--- config.mk ---
export PLATFORM = sky130hd
export DESIGN_NAME = fir_stream_core
export DESIGN_NICKNAME = d
export VERILOG_FILES = /design/src/rtl/fir_stream_core.sv
export SDC_FILE = /design/constraint.sdc
export NUM_CORES = 2
export LEC_CHECK = 0
export ABC_AREA = 1
export BUFFER_PORTS_ARGS = -buffer_cell sky130_fd_sc_hd__buf_2
export CELL_PAD_IN_SITES_DETAIL_PLACEMENT = 0
export CELL_PAD_IN_SITES_GLOBAL_PLACEMENT = 1
export CORE_ASPECT_RATIO = 0.7
export CORE_MARGIN = 4
export CORE_UTILIZATION = 25
export CTS_CLUSTER_SIZE = 10
export DETAILED_ROUTE_END_ITERATION = 10
export PLACE_DENSITY_LB_ADDON = 0.1
export SYNTH_ARGS = -nofsm -noshare
export SYNTH_HDL_FRONTEND = slang
export SYNTH_SLANG_ARGS = --single-unit
--- constraint.sdc ---
create_clock -name CLK -period 10.2 [get_ports CLK]
set_input_delay 1.53 -clock CLK [delete_from_list [all_inputs] [get_ports CLK]]
set_output_delay 1.53 -clock CLK [all_outputs]
set_load 0.01 [all_outputs]
--- src/rtl/fir_stream_core.sv ---
// Streaming 11-tap FIR engine driving a read-only tap RAM and a circular data RAM.
// One sample in, eleven multiply-accumulates, one result out, under ap_start/ap_done control.
//
// state   | meaning
// --------+-----------------------------------------------------------
// IDLE    | waiting for ap_start, ap_idle high
// CLEAR   | zeroing data words 0..NTAP-1
// WAIT_IN | ss_tready high, next sample written to data word wptr
// MAC     | NTAP read issues plus one trailing accumulate cycle
// OUT     | result held on the master stream until sm_tready
// DONE    | one-cycle ap_done pulse
module fir_stream_core #(
  parameter int NTAP       = 11,
  parameter int ADDR_WIDTH = 12,
  parameter int BIT_WIDTH  = 32
) (
  input  logic                  CLK,
  input  logic                  RST,
  input  logic                  ap_start,
  input  logic [31:0]           data_length,
  output logic                  ap_idle,
  output logic                  ap_done,
  input  logic                  ss_tvalid,
  input  logic [BIT_WIDTH-1:0]  ss_tdata,
  input  logic                  ss_tlast,
  output logic                  ss_tready,
  output logic                  sm_tvalid,
  output logic [BIT_WIDTH-1:0]  sm_tdata,
  output logic                  sm_tlast,
  input  logic                  sm_tready,
  output logic                  tap_EN,
  output logic [3:0]            tap_WE,
  output logic [BIT_WIDTH-1:0]  tap_Di,
  output logic [ADDR_WIDTH-1:0] tap_A,
  input  logic [BIT_WIDTH-1:0]  tap_Do,
  output logic                  data_EN,
  output logic [3:0]            data_WE,
  output logic [BIT_WIDTH-1:0]  data_Di,
  output logic [ADDR_WIDTH-1:0] data_A,
  input  logic [BIT_WIDTH-1:0]  data_Do
);

  localparam int             KW        = 4;
  localparam logic [KW-1:0]  K_LAST    = KW'(NTAP - 1);
  localparam logic [KW-1:0]  K_ACC_END = KW'(NTAP);

  typedef enum logic [2:0] {
    S_IDLE,
    S_CLEAR,
    S_WAIT_IN,
    S_MAC,
    S_OUT,
    S_DONE
  } state_t;

  state_t               state_q, state_d;
  logic [31:0]          len_q, len_d;
  logic [KW-1:0]        k_q, k_d;
  logic [KW-1:0]        wptr_q, wptr_d;
  logic [31:0]          count_q, count_d;
  logic [BIT_WIDTH-1:0] acc_q, acc_d;
  logic                 ap_idle_q, ap_idle_d;
  logic                 ap_done_q, ap_done_d;
  logic                 ss_tready_q, ss_tready_d;
  logic                 sm_tvalid_q, sm_tvalid_d;
  logic [BIT_WIDTH-1:0] sm_tdata_q, sm_tdata_d;
  logic                 sm_tlast_q, sm_tlast_d;

  logic [KW-1:0]        rd_idx;
  logic [BIT_WIDTH-1:0] mac_prod;
  logic                 unused_ok;

  function automatic logic [ADDR_WIDTH-1:0] word_addr(input logic [KW-1:0] idx);
    return {{(ADDR_WIDTH-KW-2){1'b0}}, idx, 2'b00};
  endfunction

  assign unused_ok = ss_tlast;

  // Newest sample pairs with tap 0; intermediate overflow of the wrap sum cancels mod 16.
  assign rd_idx = (wptr_q >= k_q) ? (wptr_q - k_q) : (wptr_q + K_ACC_END - k_q);

  // Low word of a two's-complement product equals the low word of the unsigned product.
  assign mac_prod = tap_Do * data_Do;

  always_comb begin
    state_d    = state_q;
    len_d      = len_q;
    k_d        = k_q;
    wptr_d     = wptr_q;
    count_d    = count_q;
    acc_d      = acc_q;
    sm_tdata_d = sm_tdata_q;
    sm_tlast_d = sm_tlast_q;

    case (state_q)
      S_IDLE: begin
        if (ap_start) begin
          len_d   = data_length;
          k_d     = '0;
          state_d = S_CLEAR;
        end
      end
      S_CLEAR: begin
        if (k_q == K_LAST) begin
          k_d     = '0;
          wptr_d  = '0;
          count_d = '0;
          state_d = (len_q == 32'd0) ? S_DONE : S_WAIT_IN;
        end else begin
          k_d = k_q + 1'b1;
        end
      end
      S_WAIT_IN: begin
        if (ss_tvalid && ss_tready_q) begin
          acc_d   = '0;
          k_d     = '0;
          state_d = S_MAC;
        end
      end
      S_MAC: begin
        if (k_q != '0) begin
          acc_d = acc_q + mac_prod;
        end
        if (k_q == K_ACC_END) begin
          sm_tdata_d = acc_d;
          sm_tlast_d = (count_q == len_q - 32'd1);
          state_d    = S_OUT;
        end else begin
          k_d = k_q + 1'b1;
        end
      end
      S_OUT: begin
        if (sm_tready) begin
          wptr_d  = (wptr_q == K_LAST) ? '0 : wptr_q + 1'b1;
          count_d = count_q + 32'd1;
          state_d = (count_q + 32'd1 == len_q) ? S_DONE : S_WAIT_IN;
        end
      end
      S_DONE: begin
        state_d = S_IDLE;
      end
      default: begin
        state_d = S_IDLE;
      end
    endcase

    ap_idle_d   = (state_d == S_IDLE);
    ap_done_d   = (state_d == S_DONE);
    ss_tready_d = (state_d == S_WAIT_IN);
    sm_tvalid_d = (state_d == S_OUT);
  end

  always_ff @(posedge CLK) begin
    if (RST) begin
      state_q     <= S_IDLE;
      len_q       <= '0;
      k_q         <= '0;
      wptr_q      <= '0;
      count_q     <= '0;
      acc_q       <= '0;
      ap_idle_q   <= 1'b1;
      ap_done_q   <= 1'b0;
      ss_tready_q <= 1'b0;
      sm_tvalid_q <= 1'b0;
      sm_tdata_q  <= '0;
      sm_tlast_q  <= 1'b0;
    end else begin
      state_q     <= state_d;
      len_q       <= len_d;
      k_q         <= k_d;
      wptr_q      <= wptr_d;
      count_q     <= count_d;
      acc_q       <= acc_d;
      ap_idle_q   <= ap_idle_d;
      ap_done_q   <= ap_done_d;
      ss_tready_q <= ss_tready_d;
      sm_tvalid_q <= sm_tvalid_d;
      sm_tdata_q  <= sm_tdata_d;
      sm_tlast_q  <= sm_tlast_d;
    end
  end

  // RAM ports follow the current state; the sample write must land in its handshake cycle.
  always_comb begin
    tap_EN  = 1'b0;
    tap_A   = '0;
    data_EN = 1'b0;
    data_WE = 4'h0;
    data_A  = '0;
    data_Di = '0;

    case (state_q)
      S_CLEAR: begin
        data_EN = 1'b1;
        data_WE = 4'hF;
        data_A  = word_addr(k_q);
      end
      S_WAIT_IN: begin
        if (ss_tvalid) begin
          data_EN = 1'b1;
          data_WE = 4'hF;
          data_A  = word_addr(wptr_q);
          data_Di = ss_tdata;
        end
      end
      S_MAC: begin
        if (k_q <= K_LAST) begin
          tap_EN  = 1'b1;
          tap_A   = word_addr(k_q);
          data_EN = 1'b1;
          data_A  = word_addr(rd_idx);
        end
      end
      default: begin
      end
    endcase

    if (RST) begin
      tap_EN  = 1'b0;
      tap_A   = '0;
      data_EN = 1'b0;
      data_WE = 4'h0;
      data_A  = '0;
      data_Di = '0;
    end
  end

  assign tap_WE    = 4'h0;
  assign tap_Di    = '0;
  assign ap_idle   = ap_idle_q;
  assign ap_done   = ap_done_q;
  assign ss_tready = ss_tready_q;
  assign sm_tvalid = sm_tvalid_q;
  assign sm_tdata  = sm_tdata_q;
  assign sm_tlast  = sm_tlast_q;

endmodule

Word-level counts from Yosys, hierarchy flattened

Index checks and enable logic that the tools add are counted.

Add/subtract/negate cells: 8
$mul: 1
Order comparisons: 2
Eq/ne operators: 17
Muxes and demuxes: 43
Reductions and logical operators: 13

Operators with widths:

| cell                  | count |
|---|---|
| $mux 32               | 7 |
| $pmux 32 s2           | 2 |
| $eq 32x32->1          | 2 |
| $mux 4                | 10 |
| $add 32x1->32 const B | 1 |
| $add 32x32->32        | 1 |
| $logic_not 32->1      | 1 |
| $mul 32x32->32        | 1 |
| $sub 32x1->32 const B | 1 |
| $mux 12               | 2 |
| $mux 6                | 4 |
| $mux 3                | 7 |
| $pmux 6 s3            | 1 |
| $pmux 4 s2            | 2 |
| $pmux 4 s4            | 1 |
| $pmux 3 s5            | 1 |
| $eq 4x4->1 const B    | 3 |
| $ne 2x2->1 const B    | 5 |
| $eq 3x2->1 const B    | 3 |
| $eq 3x3->1 const B    | 3 |
| $add 4x1->4 const B   | 2 |
| $reduce_bool 4->1     | 2 |
| $sub 4x4->4           | 2 |
| $logic_not 3->1       | 2 |
| other kinds (11)      | 18 |

Register bits after elaboration: 144
Input bits: 134

Logic depth before layout (Yosys ltp)

Word-level depth: 6
Gate-level depth with buffers: 39
Gate-level depth less buffers: 37

Least setup slack after synthesis

OpenSTA, ideal clock, no wires.

Kind: input to register
Start: in data_Do[0]
End: reg sm_tdata_q[29], in the netlist sm_tdata[29]
Setup time: 56 ps
Data arrival time: 7880 ps
Required time: 10144 ps
Slack: 2264 ps
Stages: 28
Cells stage by stage: clkbuf_1 -> clkbuf_1 -> nand2_1 -> fa_1 -> fa_1 -> inv_1 -> fa_1 -> inv_1 -> fa_1 -> inv_1 -> fa_1 -> fa_1 -> fa_1 -> inv_1 -> fa_1 -> inv_1 -> ha_1 -> a21oi_1 -> o21ai_0 -> a21oi_1 -> nand3_1 -> a31o_2 -> or2_2 -> nand3_1 -> o21ai_0 -> nand2_1 -> nand2_1 -> inv_1

Longest elaborated chain between the ends: 3

Ends and longest elaborated chain:

| what                 | RTL line | RTL |
|---|---|---|
| start, declared      | 40       | `input logic [BIT_WIDTH-1:0] data_Do` |
| $mul 32x32->32       | 83       | `assign mac_prod = tap_Do * data_Do;` |
| $add 32x32->32       | 122      | `acc_d = acc_q + mac_prod;` |
| $mux 32              | 121      | `if (k_q != '0) begin` |
| end signal, assigned | 178      | `sm_tdata_q <= sm_tdata_d;` |
| end, declared        | 66       | `logic [BIT_WIDTH-1:0] sm_tdata_q, sm_tdata_d;` |

Every way passes these cells.
A chain may end at the register's enable or synchronous reset.

Worst setup path after layout

Start: in data_Do[1]
End: reg sm_tdata_q[28], in the netlist sm_tdata[28]

Same word-level chain as after synthesis.

==> metrics.md <==
| Metric | Value |
|---|---|
| RSZ-0062 raised after global routing | false |
| Mapped Avg Cell Area | 6.88 µm² |
| Post_cts resized | 0 |
| YS warnings | 0 |
| CTS Buf Count | 25 |
| CTS tree | done |
| CP Class | in2reg |
| Max Freq | 118 MHz |
| Die X | 403 µm |
| Worst Path Required | 10.59 ns |
| Initial Util | 25.2% |
| Worst-Margin Slew | 1.05 ns |
| Commonest non-fill, non-tap cell in the layout | inv_1 |
| Synth-to-Final Area Change | 10.9% |
| Die area | 0.114 mm² |
| Initial antenna violation count | 4 |
| Setup TNS Final | 0 ns |
| Reg-to-reg slack, setup | 3.14 ns |
| Top cells by area, synth | fa_1 (32%), inv_1 (15%), nand2_1 (15%), dfxtp_1 (11%), ha_1 (6.3%) |
| Relative slew slack | 30.0% |
| First-pass GRT wire length | 149000 µm |
| Hold slack | 0.463 ns |
| Final Setup Violations | 0 |
| Most used DFF post-synth | dfxtp_1 |
| Clk slew on worst S/H paths | 0.06 ns |
| Core ar. | 0.108 mm² |
| Hold path depth | 2 |
| Synth area leader | fa_1 |
| Share of cells above drive strength 1 | 8.20% |
| Die span in y | 284 µm |
| Max cap viols | 0 |
| Largest net degree at the start of global routing | 66 |
| Yosys cell types | 47 |
| RePlAce Congestion | 0.814 |
| H-tree Lvls | 4 |
| Hold_buf cts | 0 |
| Post-synth EDFFs | 0 |
| Final Util | 27.9% |
| WL/cell | 17.5 µm |
| Worst hold path endpoint | acc_q[25] |
| Initial drt markers | 1287 |
| Reg2Reg Capture Point | sm_tdata[29] |
| Type of the most critical hold path | reg2reg |
| Buffer depth of the longest clock path | 3 |
| GRT Total Usage | 17.0% |
| Worst Reg2Reg Path Length in Cells | 28 |
| Iteration count of the initial detailed-routing pass | 5 |
| Final min period | 8.44 ns |
| Post-CTS setup buffers | 0 |
| Worst-path maximum fanout | 17 |
| Number of global-route vias before repair | 23500 |
| Crit. End Element | flip-flop |
| Syn Inst Count | 3958 |
| Final Cycle Share | 82.8% |
| Post-route ant nets | 0 |
| Synth top area share | 32.4% |
| DR vias/cell | 4.15 |
| Fill count | 12200 |
| Asr flop ratio synth | 0% |
| Drt total wl | 96100 µm |
| Most frequent cells in the layout | inv_1 (1061), nand2_1 (1058), fa_1 (441) |
| CP Launch Type | primary input |
| Clock Skews | 0.0246 ns |
| Port Buffers | 215 |
| Vias post-DR | 22900 |
| Register bit count reported by yosys | 144 |
| Clk_lat worst skew | 0.51 ns |
| I/O pins | 269 |
| Arr. time, crit path | 8.83 ns |
| Grt total ovfl | 0 |
| Final Hold Fails | 0 |
| Sequential share of the synthesized area | 10.6% |
| Remaining DRCs | 0 |
| Worst Hold Launch | acc_q[25] |
| Status | finished, final reports clean |
| DP HPWL | 80500 µm |
| Final Max Tran Viols | 0 |
| FF-to-FF Start | acc_q[18] |
| CTS Root Cell | clkbuf_16 |
| Final net count | 4770 |
| Clk sinks | 144 |
| FP Rows | 101 |
| Synthesized area | 0.0272 mm² |
[how the worst max path moves through the flow]
stage | start | to | slack, ns | depth (start not counted)
finish | data_Do[1] | sm_tdata[28] | 1.76 | 27
global route | data_Do[1] | sm_tdata[28] | 1.32 | 27
CTS | data_Do[1] | sm_tdata[28] | 1.77 | 27
detailed placement | data_Do[1] | sm_tdata[28] | 1.26 | 27
global placement | data_Do[1] | sm_tdata[28] | 1.21 | 27
floorplan | data_Do[0] | sm_tdata[29] | 2.26 | 28
[through the flow]
| step | cell area, µm² | worst slack [ns] | cells |
|---|---|---|---|
| floorplan | 27400 | 2.26 | 4009 |
| global placement | 29500 | 1.21 | 5472 |
| detailed placement | 29500 | 1.26 | 5472 |
| CTS | 30200 | 1.77 | 5505 |
| global route | 30200 | 1.32 | 5506 |
| finish | 30200 | 1.76 | 5506 |
[Yosys cell counts, types with 2 or more instances]
library cell / number
clkbuf_1: 132
o21bai_1: 5
nor4_1: 7
inv_2: 8
a211oi_1: 5
nand3_2: 3
o22ai_1: 3
buf_4: 57
xor2_1: 56
o31ai_1: 3
ha_1: 138
nor2_1: 221
or2_2: 19
dfxtp_1: 144
a21o_1: 4
nand2_2: 8
a31oi_1: 9
xnor2_1: 35
inv_1: 1061
nand2_1: 1058
buf_1: 16
and3_1: 2
a221oi_1: 3
fa_1: 441
buf_2: 13
nand3_1: 154
o211ai_1: 4
o21ai_0: 118
nand3b_1: 11
nor2_2: 11
o21ai_1: 3
a21oi_1: 152
nor3_2: 3
nand4_1: 17
nor3_1: 22
[critical path, cell delays in order]
cell and delay, ns:
buf_2 0.44, buf_4 0.32, nand2_1 0.07, inv_1 0.07, fa_1 0.44, fa_1 0.51, fa_1 0.49, inv_1 0.06
fa_1 0.52, inv_1 0.05, fa_1 0.48, fa_1 0.50, fa_1 0.49, inv_1 0.05, fa_1 0.51, inv_1 0.05
ha_1 0.35, a21oi_1 0.25, inv_1 0.07, nor2_1 0.19, o21ai_0 0.18, a221oi_1 0.58, nand3_1 0.14, nand3_1 0.11
o21ai_0 0.11, o21ai_0 0.18, inv_1 0.05
[layer usage]
layer	vias to the layer above	track usage (%)	wire [µm]
met4	4	1.36	442
met3	33	1.66	2870
li1	11500	-	-
met1	11000	27.5	53000
met5	-	0	21
met2	314	24.9	39900
[layout make-up]
class / count / area (µm²) / area share, %
Sequential cell: 144 / 2880 / 9.54
Clock inverter: 4 / 47.5 / 0.157
Tap cell: 1442 / 1800 / 5.97
Timing Repair Buffer: 239 / 1260 / 4.17
Antenna cell: 1 / 2.50 / 0.00828
Clock buffer: 29 / 671 / 2.22
Inverter: 1070 / 4020 / 13.3
Multi-Input combinational cell: 2577 / 19500 / 64.6
[logic make-up (layout without fill, tap and decap cells)]
kind of cell	after synthesis	in the layout	synth area share [%]
buffers and inverters	1288	1342	18.6
DFF	144	144	10.6
adders and majority gates	579	579	38.7
other	1	53	0.0138
and+or+nand+nor	1539	1539	23.0
xor gates and xnor gates	91	91	2.93
AOI/OAI and AO/OA	316	316	6.19
[state kept, by name, indices dropped and copies added (netlist names), 3 cells and up]
signal    cells
count_q      32
state_q       3
k_q           4
sm_tdata     32
wptr_q        4
len_q        32
acc_q        32
Power is left out: the tool's default activity adds up to more than one toggle a clock period on the data nets, which glitch-free logic cannot reach.
